`src/rtl/hs_seq_pkg.sv`:
```
// Shared types and constants for the HS lane sequencer.
package hs_seq_pkg;

  typedef enum logic [2:0] {
    S_IDLE,
    S_LP01,
    S_LP00,
    S_HS_ZERO,
    S_SYNC,
    S_DATA,
    S_TRAIL,
    S_EXIT
  } hs_state_e;

  localparam logic [7:0] SYNC_BYTE = 8'hB8;

  // Phase counter walks the four bit pairs of one byte.
  localparam int PH_W = 2;

  function automatic int max5(input int a, input int b, input int c,
                              input int d, input int e);
    int m;
    m = a;
    if (b > m) m = b;
    if (c > m) m = c;
    if (d > m) m = d;
    if (e > m) m = e;
    return m;
  endfunction

endpackage

```
`src/rtl/hs_byte_shifter.sv`:
```
// Byte register for the HS serialiser: loads SYNC or payload, shifts out two
// bits per cycle LSB-first, and remembers the MSB of the last loaded byte for
// the trail level. Next-state values are exported so the top level can
// register its serial outputs in step with the FSM.
module hs_byte_shifter
  import hs_seq_pkg::*;
(
  input  logic       TX_DDR_clk,
  input  logic       TX_rst,
  input  logic       load_sync,
  input  logic       load_data,
  input  logic       shift,
  input  logic [7:0] byte_in,
  output logic [1:0] pair_d,
  output logic       trail_lvl_d
);

  logic [7:0] sh_q, sh_d;
  logic       msb_q, msb_d;

  // Load has priority over shift; otherwise hold.
  always_comb begin
    sh_d  = sh_q;
    msb_d = msb_q;
    if (load_sync) begin
      sh_d  = SYNC_BYTE;
      msb_d = SYNC_BYTE[7];
    end else if (load_data) begin
      sh_d  = byte_in;
      msb_d = byte_in[7];
    end else if (shift) begin
      sh_d = {2'b00, sh_q[7:2]};
    end
  end

  // Shift register and last-MSB storage.
  always_ff @(posedge TX_DDR_clk) begin
    if (TX_rst) begin
      sh_q  <= '0;
      msb_q <= 1'b0;
    end else begin
      sh_q  <= sh_d;
      msb_q <= msb_d;
    end
  end

  assign pair_d      = sh_d[1:0];
  assign trail_lvl_d = ~msb_d;

endmodule

```
`src/rtl/hs_lane_sequencer.sv`:
```
// HS lane sequencer: LP-11 -> LP-01 -> LP-00 -> HS-zero -> SYNC -> data ->
// trail -> LP-11 exit. Every output is a flop loaded from the next-state
// decode, so outputs line up with the state they describe and no input
// reaches an output combinationally.
module hs_lane_sequencer
  import hs_seq_pkg::*;
#(
  parameter int LPX_CYC     = 8,
  parameter int PREPARE_CYC = 4,
  parameter int ZERO_CYC    = 12,
  parameter int TRAIL_CYC   = 6,
  parameter int EXIT_CYC    = 8
) (
  input  logic       TX_DDR_clk,
  input  logic       TX_rst,
  input  logic       TxRequestHS,
  input  logic [7:0] TxDataHS,
  output logic       TxReadyHS,
  output logic       Enable,
  output logic       Serial_B1,
  output logic       Serial_B2,
  output logic       LP_Dp,
  output logic       LP_Dn,
  output logic       HS_Active
);

  localparam int CW = $clog2(max5(LPX_CYC, PREPARE_CYC, ZERO_CYC,
                                  TRAIL_CYC, EXIT_CYC)) + 1;

  hs_state_e       state, state_d;
  logic [CW-1:0]   cnt, cnt_d;
  logic [PH_W-1:0] phase, phase_d;
  logic            ld_sync, ld_data, shift;
  logic [1:0]      pair_d;
  logic            trail_lvl_d;
  logic            rdy_d, en_d, b1_d, b2_d, dp_d, dn_d;

  hs_byte_shifter u_shifter (
    .TX_DDR_clk (TX_DDR_clk),
    .TX_rst     (TX_rst),
    .load_sync  (ld_sync),
    .load_data  (ld_data),
    .shift      (shift),
    .byte_in    (TxDataHS),
    .pair_d     (pair_d),
    .trail_lvl_d(trail_lvl_d)
  );

  // Next state, dwell counter and shifter control. Dwells count down from
  // N-1 and leave on zero; the byte handoff is decided at phase 3.
  always_comb begin
    state_d = state;
    cnt_d   = cnt;
    phase_d = phase;
    ld_sync = 1'b0;
    ld_data = 1'b0;
    shift   = 1'b0;
    unique case (state)
      S_IDLE: if (TxRequestHS) begin
        state_d = S_LP01;
        cnt_d   = CW'(LPX_CYC - 1);
      end
      S_LP01: if (cnt == '0) begin
        state_d = S_LP00;
        cnt_d   = CW'(PREPARE_CYC - 1);
      end else cnt_d = cnt - 1'b1;
      S_LP00: if (cnt == '0) begin
        state_d = S_HS_ZERO;
        cnt_d   = CW'(ZERO_CYC - 1);
      end else cnt_d = cnt - 1'b1;
      S_HS_ZERO: if (cnt == '0) begin
        state_d = S_SYNC;
        phase_d = '0;
        ld_sync = 1'b1;
      end else cnt_d = cnt - 1'b1;
      S_SYNC, S_DATA: if (&phase) begin
        if (TxReadyHS && TxRequestHS) begin
          state_d = S_DATA;
          phase_d = '0;
          ld_data = 1'b1;
        end else begin
          state_d = S_TRAIL;
          cnt_d   = CW'(TRAIL_CYC - 1);
        end
      end else begin
        phase_d = phase + 1'b1;
        shift   = 1'b1;
      end
      S_TRAIL: if (cnt == '0) begin
        state_d = S_EXIT;
        cnt_d   = CW'(EXIT_CYC - 1);
      end else cnt_d = cnt - 1'b1;
      S_EXIT: if (cnt == '0) begin
        state_d = S_IDLE;
        cnt_d   = '0;
      end else cnt_d = cnt - 1'b1;
    endcase
  end

  // Output decode of the upcoming state; the accept strobe is armed for the
  // coming phase-3 cycle only while the source is still requesting.
  always_comb begin
    rdy_d = ((state_d == S_SYNC) || (state_d == S_DATA)) && (&phase_d) && TxRequestHS;
    en_d  = 1'b0;
    b1_d  = 1'b0;
    b2_d  = 1'b0;
    dp_d  = 1'b0;
    dn_d  = 1'b0;
    unique case (state_d)
      S_IDLE, S_EXIT: begin dp_d = 1'b1; dn_d = 1'b1; end
      S_LP01:         dn_d = 1'b1;
      S_LP00:         ;
      S_HS_ZERO:      en_d = 1'b1;
      S_SYNC, S_DATA: begin en_d = 1'b1; b1_d = pair_d[0]; b2_d = pair_d[1]; end
      S_TRAIL:        begin en_d = 1'b1; b1_d = trail_lvl_d; b2_d = trail_lvl_d; end
    endcase
  end

  // State, counters and registered outputs.
  always_ff @(posedge TX_DDR_clk) begin
    if (TX_rst) begin
      state     <= S_IDLE;
      cnt       <= '0;
      phase     <= '0;
      TxReadyHS <= 1'b0;
      Enable    <= 1'b0;
      Serial_B1 <= 1'b0;
      Serial_B2 <= 1'b0;
      LP_Dp     <= 1'b1;
      LP_Dn     <= 1'b1;
      HS_Active <= 1'b0;
    end else begin
      state     <= state_d;
      cnt       <= cnt_d;
      phase     <= phase_d;
      TxReadyHS <= rdy_d;
      Enable    <= en_d;
      Serial_B1 <= b1_d;
      Serial_B2 <= b2_d;
      LP_Dp     <= dp_d;
      LP_Dn     <= dn_d;
      HS_Active <= en_d;
    end
  end

endmodule

```
`config.mk`:
```
export PLATFORM = sky130hd
export DESIGN_NAME = hs_lane_sequencer
export DESIGN_NICKNAME = d
export VERILOG_FILES = /design/src/rtl/hs_seq_pkg.sv /design/src/rtl/hs_byte_shifter.sv /design/src/rtl/hs_lane_sequencer.sv
export SDC_FILE = /design/constraint.sdc
export NUM_CORES = 1
export LEC_CHECK = 0
export CORE_MARGIN = 5
export CORE_UTILIZATION = 40
export CTS_CLUSTER_DIAMETER = 30
export DETAILED_ROUTE_END_ITERATION = 10
export GPL_TIMING_DRIVEN = 0
export PLACE_DENSITY_LB_ADDON = 0.08
export SYNTH_ARGS = -nofsm -noshare
export SYNTH_HDL_FRONTEND = slang
export SYNTH_SLANG_ARGS = --single-unit
export TNS_END_PERCENT = 30
```
`constraint.sdc`:
```
create_clock -name TX_DDR_clk -period 2.7 [get_ports TX_DDR_clk]
set_input_delay 0.54 -clock TX_DDR_clk [delete_from_list [all_inputs] [get_ports TX_DDR_clk]]
set_output_delay 0.54 -clock TX_DDR_clk [all_outputs]
set_load 0.01 [all_outputs]
```
==> results of run 1 <==
==> logic make-up after synthesis <==
logic type,Yosys count,synth area share (%)
compound gates,59,30.4
simple gates,47,18.9
flops,25,37.6
buf+inv,22,6.95
xor+xnor,4,2.63
fa+ha+maj,3,2.82
mux,1,0.752
==> cell usage in the layout, fill, tap and decap left out, drive strengths merged, types with 2 or more instances in the layout <==
cell | netlist | routed
clkbuf | 8 | 11
a211oi | 2 | 2
buf | 4 | 4
and2 | 2 | 2
nor4b | 3 | 3
a221oi | 3 | 3
a31oi | 3 | 3
clkdlybuf4s50 | 0 | 16
o22ai | 10 | 10
dfxtp | 25 | 25
xnor2 | 3 | 3
nand2 | 11 | 11
a32o | 2 | 2
a21oi | 13 | 13
a21o | 6 | 6
o21ai | 8 | 8
inv | 10 | 10
nand3 | 3 | 3
nor2b | 2 | 2
nand2b | 4 | 4
ha | 3 | 3
nor2 | 10 | 10
nor3 | 5 | 5
==> sequential cells by signal, summed over array words and instances, names as in the netlist, 2 cells and up <==
| register | count |
|---|---|
| state | 3 |
| cnt | 5 |
| phase | 2 |
| u_shifter.sh_q | 8 |
==> through the flow <==
step	total power [mW]	instance area (sq um)
after floorplan	0.599	1330
after global placement	0.668	1550
final	0.848	1580
after CTS	0.853	1580
after global routing	0.901	1580
after detailed placement	0.671	1550
==> critical path: cells and delay by family <==
kind / cells / cell delay [ns]
buffers and inverters: 2 / 0.82
AO/OA/AOI/OAI: 4 / 0.94
==> power breakdown <==
part           internal [mW]  switching, mW  leakage, nW  total [mW]
clock                 0.0566          0.126       0.0139       0.182
sequential             0.394         0.0197        0.203       0.414
combinational          0.113          0.139        0.351       0.251
==> area by class of cell <==
| cell class | instances | area (sq um) |
|---|---|---|
| Inverter | 10 | 37.5 |
| Timing Repair Buffer | 16 | 160 |
| Sequential cell | 25 | 500 |
| Fill cell | 340 | 1710 |
| Clock inverter | 1 | 7.51 |
| Multi-Input combinational cell | 114 | 738 |
| Clock buffer | 3 | 22.5 |
| Tap cell | 46 | 57.6 |
| Buffer | 12 | 55.1 |
==> final timing paths <==
kind | end | slack [ns] | cells after the start
setup / recovery | cnt[0]$_SDFFE_PP0P_ | 0.59 | 6
hold / removal | u_shifter.sh_q[5]$_SDFFE_PP0P_ | 0.48 | 2
setup reg to reg | cnt[0]$_SDFFE_PP0P_ | 0.66 | 6
hold reg to reg | u_shifter.sh_q[5]$_SDFFE_PP0P_ | 0.48 | 2
==> metal layers <==
layer,GRT usage (%),up-vias,part of all wire [%]
met5,0,-,0
met4,3.80,0,0.74
met3,2.00,4,5.6
met2,25.6,45,46
met1,24.1,617,47
li1,-,636,-
==> run metrics, run 1 <==
Syn Nets 175; # placed instances 223; sequential area share after synthesis 37.6%; TritonCTS clock tree built; fin util 48.1%; Hold-fix buffers, CTS 0; Max-slew headroom 66.8%; vias in the first global route 1,197; clock slew at reported path FFs 0.16 ns; clk_lat worst skew 0.33 ns; Final period util 78.1%; GRT overflow 0; final net count 196; RSZ-0062 raised after global routing false; top cell type's share of synthesized area 37.6%; max-slew violations 0; CP max stage delay 0.55 ns; Mapped Cells 161; CTS Buf Count 3; Crit. Startpoint TxRequestHS; CP max FO 10; Finished Layout Cells 227; hold_sp u_shifter.sh_q[5]$_SDFFE_PP0P_; max_cap viols 0; fin crit period 2.11 ns; Setup Skew 0.0144 ns; largest net degree at the start of global routing 16; WS Path Type in -> reg; static leakage 0.568 nW; diodes inserted 0; Synth Flop Type dfxtp_1; DRC viols 0; worst r2r src phase[0]$_SDFF_PP0_; Mapped Area 0.00133 sq mm; Clock Tree Buf Depth 2; routed wire length 3490 um; Port-buffer cells 16; Final setup violation count 0; post-synth top area cell dfxtp_1; DIE AREA 0.00458 sq mm; Worst setup SP type input port; post-CTS setup buffer count 0; Worst-Margin Slew 0.498 ns; core area 0.00328 sq mm; Iteration-0 DRC Markers 80; Worst Hold Class reg -> reg; Pre-Repair DR Iteration Count 4; post-DP HPWL 2570 um; pwr dens 537 mW/mm^2; die width 67.7 um; Cell Rows 21; yosys synthesis warning count 0; Post-synth EDFFs 0; area delta synth->final 18.6%; largest cells by area after synthesis dfxtp_1 38%, a21oi_1 4.9%, o22ai_1 4.7%, a21o_1 3.4%, nand2_1 3.1%; IR drop worst, VDD 0.000244 V; synth unique cells 45; Resized Gates After CTS 0; slowest cell on the critical path clkdlybuf4s50_1; achievable clock frequency 474 MHz; Hold Slack 0.483 ns; Synth Register Bits 25; Starting Density 40.5%; clk sinks 25; CP Capture Type flip-flop; CP required 2.92 ns; layout cells sized above 1 6.63%; crit path cell chain clkdlybuf4s50_1 -> a21bo_2 -> a22oi_1 -> buf_2 -> a21oi_1 -> a2111oi_0; final hold violation count 0; Root Buffer clkbuf_4; vias per cell 5.74; critical path arrival 2.33 ns; initial antenna violation count 0; first-pass GRT wire length 5780 um; Final WS setup 0.590 ns; Vias 1,302; io pins 18; synthesized area per cell 8.27 sq um; asr flop ratio synth 0%; pre-CTS setup slack 0.235 ns; setup TNS 0 ns; Overall Global Routing Usage 16.5%; DR WL/cell 15.4 um; status finished clean; RD Place Congestion 0.838; most common cell in the netlist dfxtp_1; H-tree depth 1; DRT antenna net count 0; die height 67.7 um; top cells by count, synth 25 x dfxtp_1, 13 x a21oi_1, 11 x nand2_1
Note: power is estimated with default switching activity, not from simulation.
==> run 2: changes to the inputs <==
==> constraint.sdc (replaced) <==
create_clock -name TX_DDR_clk -period 1.9 [get_ports TX_DDR_clk]
set_input_delay 0.38 -clock TX_DDR_clk [delete_from_list [all_inputs] [get_ports TX_DDR_clk]]
set_output_delay 0.38 -clock TX_DDR_clk [all_outputs]
set_load 0.01 [all_outputs]
==> run metrics, run 2 (same netlist as run 1, synthesis figures left out) <==
status finished clean; H-tree depth 1; delay-heaviest family, CP compound AO/OA/AOI/OAI gates; setup TNS 0 ns; routed wire length 3650 um; crit path cell chain inv_4 -> ha_4 -> or4b_4 -> o221a_1 -> a311o_1 -> o22ai_1; Root Buffer clkbuf_4; WS Path Type reg -> reg; CP max FO 3; clock slew at reported path FFs 0.16 ns; fin crit period 1.85 ns; DR WL/cell 15.9 um; Final setup violation count 0; CP required 2.17 ns; clk sinks 25; static leakage 0.601 nW; RSZ-0062 raised after global routing true; RD Place Congestion 0.838; end of the worst hold path TxReadyHS$_SDFF_PP0_; dpl cell area 0.00155 sq mm; critical path arrival 2.13 ns; pwr dens 759 mW/mm^2; slowest cell on the critical path or4b_4; WP buf/inv 1; max_cap viols 0; Pre-Repair DR Iteration Count 4; initial antenna violation count 0; Clock Tree Buf Depth 2; core area 0.00328 sq mm; TritonCTS clock tree built; Hold-fix buffers, CTS 0; Total Power 1.27 mW; Worst R2R Path Depth 6; io pins 18; Cell Rows 21; CP Capture Type flip-flop; # placed instances 223; CP max stage delay 0.46 ns; Iteration-0 DRC Markers 70; max reg flops 8; vias per cell 5.68; diodes inserted 0; Final period util 97.6%; Regs by FF count u_shifter.sh_q: 8 flops, cnt: 5 flops, state: 3 flops; commonest non-fill, non-tap cell in the layout dfxtp_1; commonest non-fill, non-tap cells in the layout 22 x dfxtp_1, 16 x clkdlybuf4s50_1, 13 x a21oi_1; Worst-Margin Slew 0.530 ns; Vias 1,306; Worst Hold Class reg -> reg; die width 67.7 um; design area 0.00167 sq mm; Port-buffer cells 16; Layout fillers 335; fin util 50.8%; Reg with most FFs u_shifter.sh_q; first-pass GRT wire length 5770 um; pre-CTS setup slack -0.405 ns; hold path cells 1; worst r2r src cnt[0]$_SDFFE_PP0P_; final hold violation count 0; achievable clock frequency 539 MHz; area delta synth->final 25.3%; FF-to-FF End Serial_B2$_SDFF_PP0_; largest net degree at the start of global routing 16; DIE AREA 0.00458 sq mm; Worst setup SP type flip-flop; DRT antenna net count 0; hold_sp phase[0]$_SDFF_PP0_; Overall Global Routing Usage 16.5%; Setup Skew 0.0122 ns; clk_lat worst skew 0.33 ns; die height 67.7 um; GRT overflow 0; Final WS setup 0.0463 ns; CTS Buf Count 3; cell count along the critical path 6; DRC viols 0; Starting Density 40.5%; post-DP HPWL 2570 um; final net count 199; Max-slew headroom 64.7%; max-slew violations 0; layout cells sized above 1 16.8%; reg2reg setup slack 0.05 ns; vias in the first global route 1,196; Hold Slack 0.469 ns; IR drop worst, VDD 0.000335 V; Finished Layout Cells 230
## run 2: repair_timing
action / 4_1_cts / 5_1_grt
cloned: 0 / 1
gates resized for setup: 6 / 21
pin swaps: 2 / 4
setup buffers: 0 / 3
setup endpoints to repair: 7 / 12
## run 2: where the power goes
part	internal (mW)	total, mW	switching, mW
Combinational	0.195	0.403	0.208
Sequential	0.562	0.604	0.0423
Clock	0.0805	0.259	0.178
## run 2: how the worst max path moves through the flow
stage                             start              endpoint  slack, ns
floorplan           cnt[0]$_SDFFE_PP0P_  Serial_B1$_SDFF_PP0_       0.13
global placement            TxRequestHS   cnt[0]$_SDFFE_PP0P_      -0.43
detailed placement          TxRequestHS   cnt[0]$_SDFFE_PP0P_      -0.41
CTS                 cnt[0]$_SDFFE_PP0P_  Serial_B2$_SDFF_PP0_      0.002
global route        state[1]$_SDFF_PP0_   cnt[2]$_SDFFE_PP0P_      -0.05
finish              cnt[0]$_SDFFE_PP0P_  Serial_B2$_SDFF_PP0_       0.05
## run 2: metal layers
layer / routed length [um] / track usage (%) / up-vias
met1: 1640 / 24.0 / 614
met2: 1770 / 25.6 / 48
met5: 0 / 0 / -
met4: 29 / 3.80 / 0
met3: 210 / 2.00 / 4
li1: - / - / 640
## run 2: final cells by class
class	instances	area (sq um)	area share [%]
clock buffer	3	22.5	1.35
clock inverter	1	7.51	0.450
sequential	25	504	30.2
timing repair buffer	20	194	11.6
inverter	10	40.0	2.40
buffer	11	60.1	3.60
multi-input combinational	114	782	46.9
tap	46	57.6	3.45
==> run 3: changes to the inputs <==
--- a/config.mk
+++ b/config.mk
@@ -7,10 +7,12 @@
 export LEC_CHECK = 0
 export CORE_MARGIN = 5
 export CORE_UTILIZATION = 40
+export CTS_BUF_LIST = sky130_fd_sc_hd__clkbuf_16
 export CTS_CLUSTER_DIAMETER = 30
 export DETAILED_ROUTE_END_ITERATION = 10
 export GPL_TIMING_DRIVEN = 0
 export PLACE_DENSITY_LB_ADDON = 0.08
+export REMOVE_ABC_BUFFERS = 1
 export SYNTH_ARGS = -nofsm -noshare
 export SYNTH_HDL_FRONTEND = slang
 export SYNTH_SLANG_ARGS = --single-unit
==> constraint.sdc (replaced) <==
create_clock -name TX_DDR_clk -period 1.9 [get_ports TX_DDR_clk]
set_input_delay 0.285 -clock TX_DDR_clk [delete_from_list [all_inputs] [get_ports TX_DDR_clk]]
set_output_delay 0.285 -clock TX_DDR_clk [all_outputs]
set_load 0.01 [all_outputs]
==> run metrics, run 3 (same netlist as run 1, synthesis figures left out) <==
status finished clean; GRT overflow 0; delay-heaviest family, CP compound AO/OA/AOI/OAI gates; commonest non-fill, non-tap cell in the layout dfxtp_1; Final setup violation count 0; Final period util 96.9%; cell count along the critical path 6; clock slew at reported path FFs 0.06 ns; static leakage 0.620 nW; vias per cell 5.60; register area 505 sq um; Worst setup SP type flip-flop; design area 0.00171 sq mm; Clock Tree Buf Depth 2; H-tree depth 1; Worst Hold Class reg -> reg; fin crit period 1.84 ns; final net count 193; CTS Buf Count 3; Root Buffer clkbuf_16; Multi-input gate area 801 sq um; Iteration-0 DRC Markers 88; CP Capture Type flip-flop; post-DP HPWL 2320 um; achievable clock frequency 543 MHz; pwr dens 852 mW/mm^2; final hold violation count 0; Setup Skew 0.00465 ns; layout cells sized above 1 15.7%; die height 67.7 um; Reg with most FFs u_shifter.sh_q; Layout fillers 330; CP max FO 3; routed wire length 3400 um; DIE AREA 0.00458 sq mm; Overall Global Routing Usage 16.7%; Pre-Repair DR Iteration Count 4; commonest non-fill, non-tap cells in the layout 21 x dfxtp_1, 17 x clkdlybuf4s50_1, 13 x a21oi_1; Regs by FF count u_shifter.sh_q: 8 flops, cnt: 5 flops, state: 3 flops; die width 67.7 um; critical path arrival 2.02 ns; diodes inserted 0; initial antenna violation count 0; area delta synth->final 28.5%; WP buf/inv 1; first-pass GRT wire length 5870 um; slowest cell on the critical path or4b_4; RSZ-0062 raised after global routing true; io pins 18; crit path cell chain inv_2 -> ha_4 -> or4b_4 -> o221a_1 -> a311o_1 -> o22ai_1; max_cap viols 0; WS Path Type reg -> reg; fin util 52.1%; CP required 2.08 ns; max-slew violations 0; Hold Slack 0.473 ns; Starting Density 40.5%; Worst-Margin Slew 0.724 ns; CP max stage delay 0.47 ns; RD Place Congestion 0.795; core area 0.00328 sq mm; DRT antenna net count 0; Port-buffer cells 17; DRC viols 0; dpl cell area 0.00151 sq mm; Cell Rows 21; max reg flops 8; Vias 1,255; largest net degree at the start of global routing 19; vias in the first global route 1,280; clk_lat worst skew 0.26 ns; Max-slew headroom 51.6%; DR WL/cell 15.2 um; Worst R2R Path Depth 6; Total Power 1.46 mW; setup TNS 0 ns; TritonCTS clock tree built; IR drop worst, VDD 0.000421 V; clk sinks 25; hold path cells 1; Hold-fix buffers, CTS 0
-- run 3: changes by cell type in the layout (fill, tap and decap cells not counted), moves of 2 or more --
| cell | change |
|---|---|
| clkbuf_1 | -4 |
| clkbuf_16 | +3 |
| clkbuf_2 | -3 |
| clkbuf_4 | -3 |
| o21ai_0 | +2 |
| o21ai_1 | -2 |
-- run 3: layout make-up --
class	instances	area share, %
Clock buffer	3	4.39
Clock inverter	1	0.219
Inverter	10	2.19
Multi-Input combinational cell	114	46.8
Sequential cell	25	29.6
Tap cell	46	3.37
Timing Repair Buffer	25	13.5
-- run 3: path summary, 6_finish.rpt --
check	from	to	slack, ns
max	cnt[0]$_SDFFE_PP0P_	Serial_B2$_SDFF_PP0_	0.06
min	phase[0]$_SDFF_PP0_	TxReadyHS$_SDFF_PP0_	0.47
max reg2reg	cnt[0]$_SDFFE_PP0P_	Serial_B2$_SDFF_PP0_	0.06
min reg2reg	phase[0]$_SDFF_PP0_	TxReadyHS$_SDFF_PP0_	0.47
-- run 3: what timing repair did --
item	CTS	global route
endpoints found under the setup margin	21	9
resized for setup	11	7
setup buffers	8	0
pin swaps	3	2
-- run 3: routing by layer --
metal  wire [um]  track usage (%)  vias up
met4          35             5.32        0
met5           0                0        -
li1            -                -      627
met2        1630             28.9       27
met1        1600             20.0      597
met3         131             3.99        4
-- run 3: report_power, final --
group          internal (mW)  switching, mW
logic                  0.196          0.189
clock network          0.281          0.179
registers              0.561         0.0511
total                   1.04          0.419
-- run 3: metrics by stage --
stage	std cells	setup slack, ns
6_report	224	0.0584
2_1_floorplan	149	-0.670
3_5_place_dp	212	-1.10
5_1_grt	224	-0.00887
4_1_cts	224	0.0113
3_3_place_gp	212	-1.45
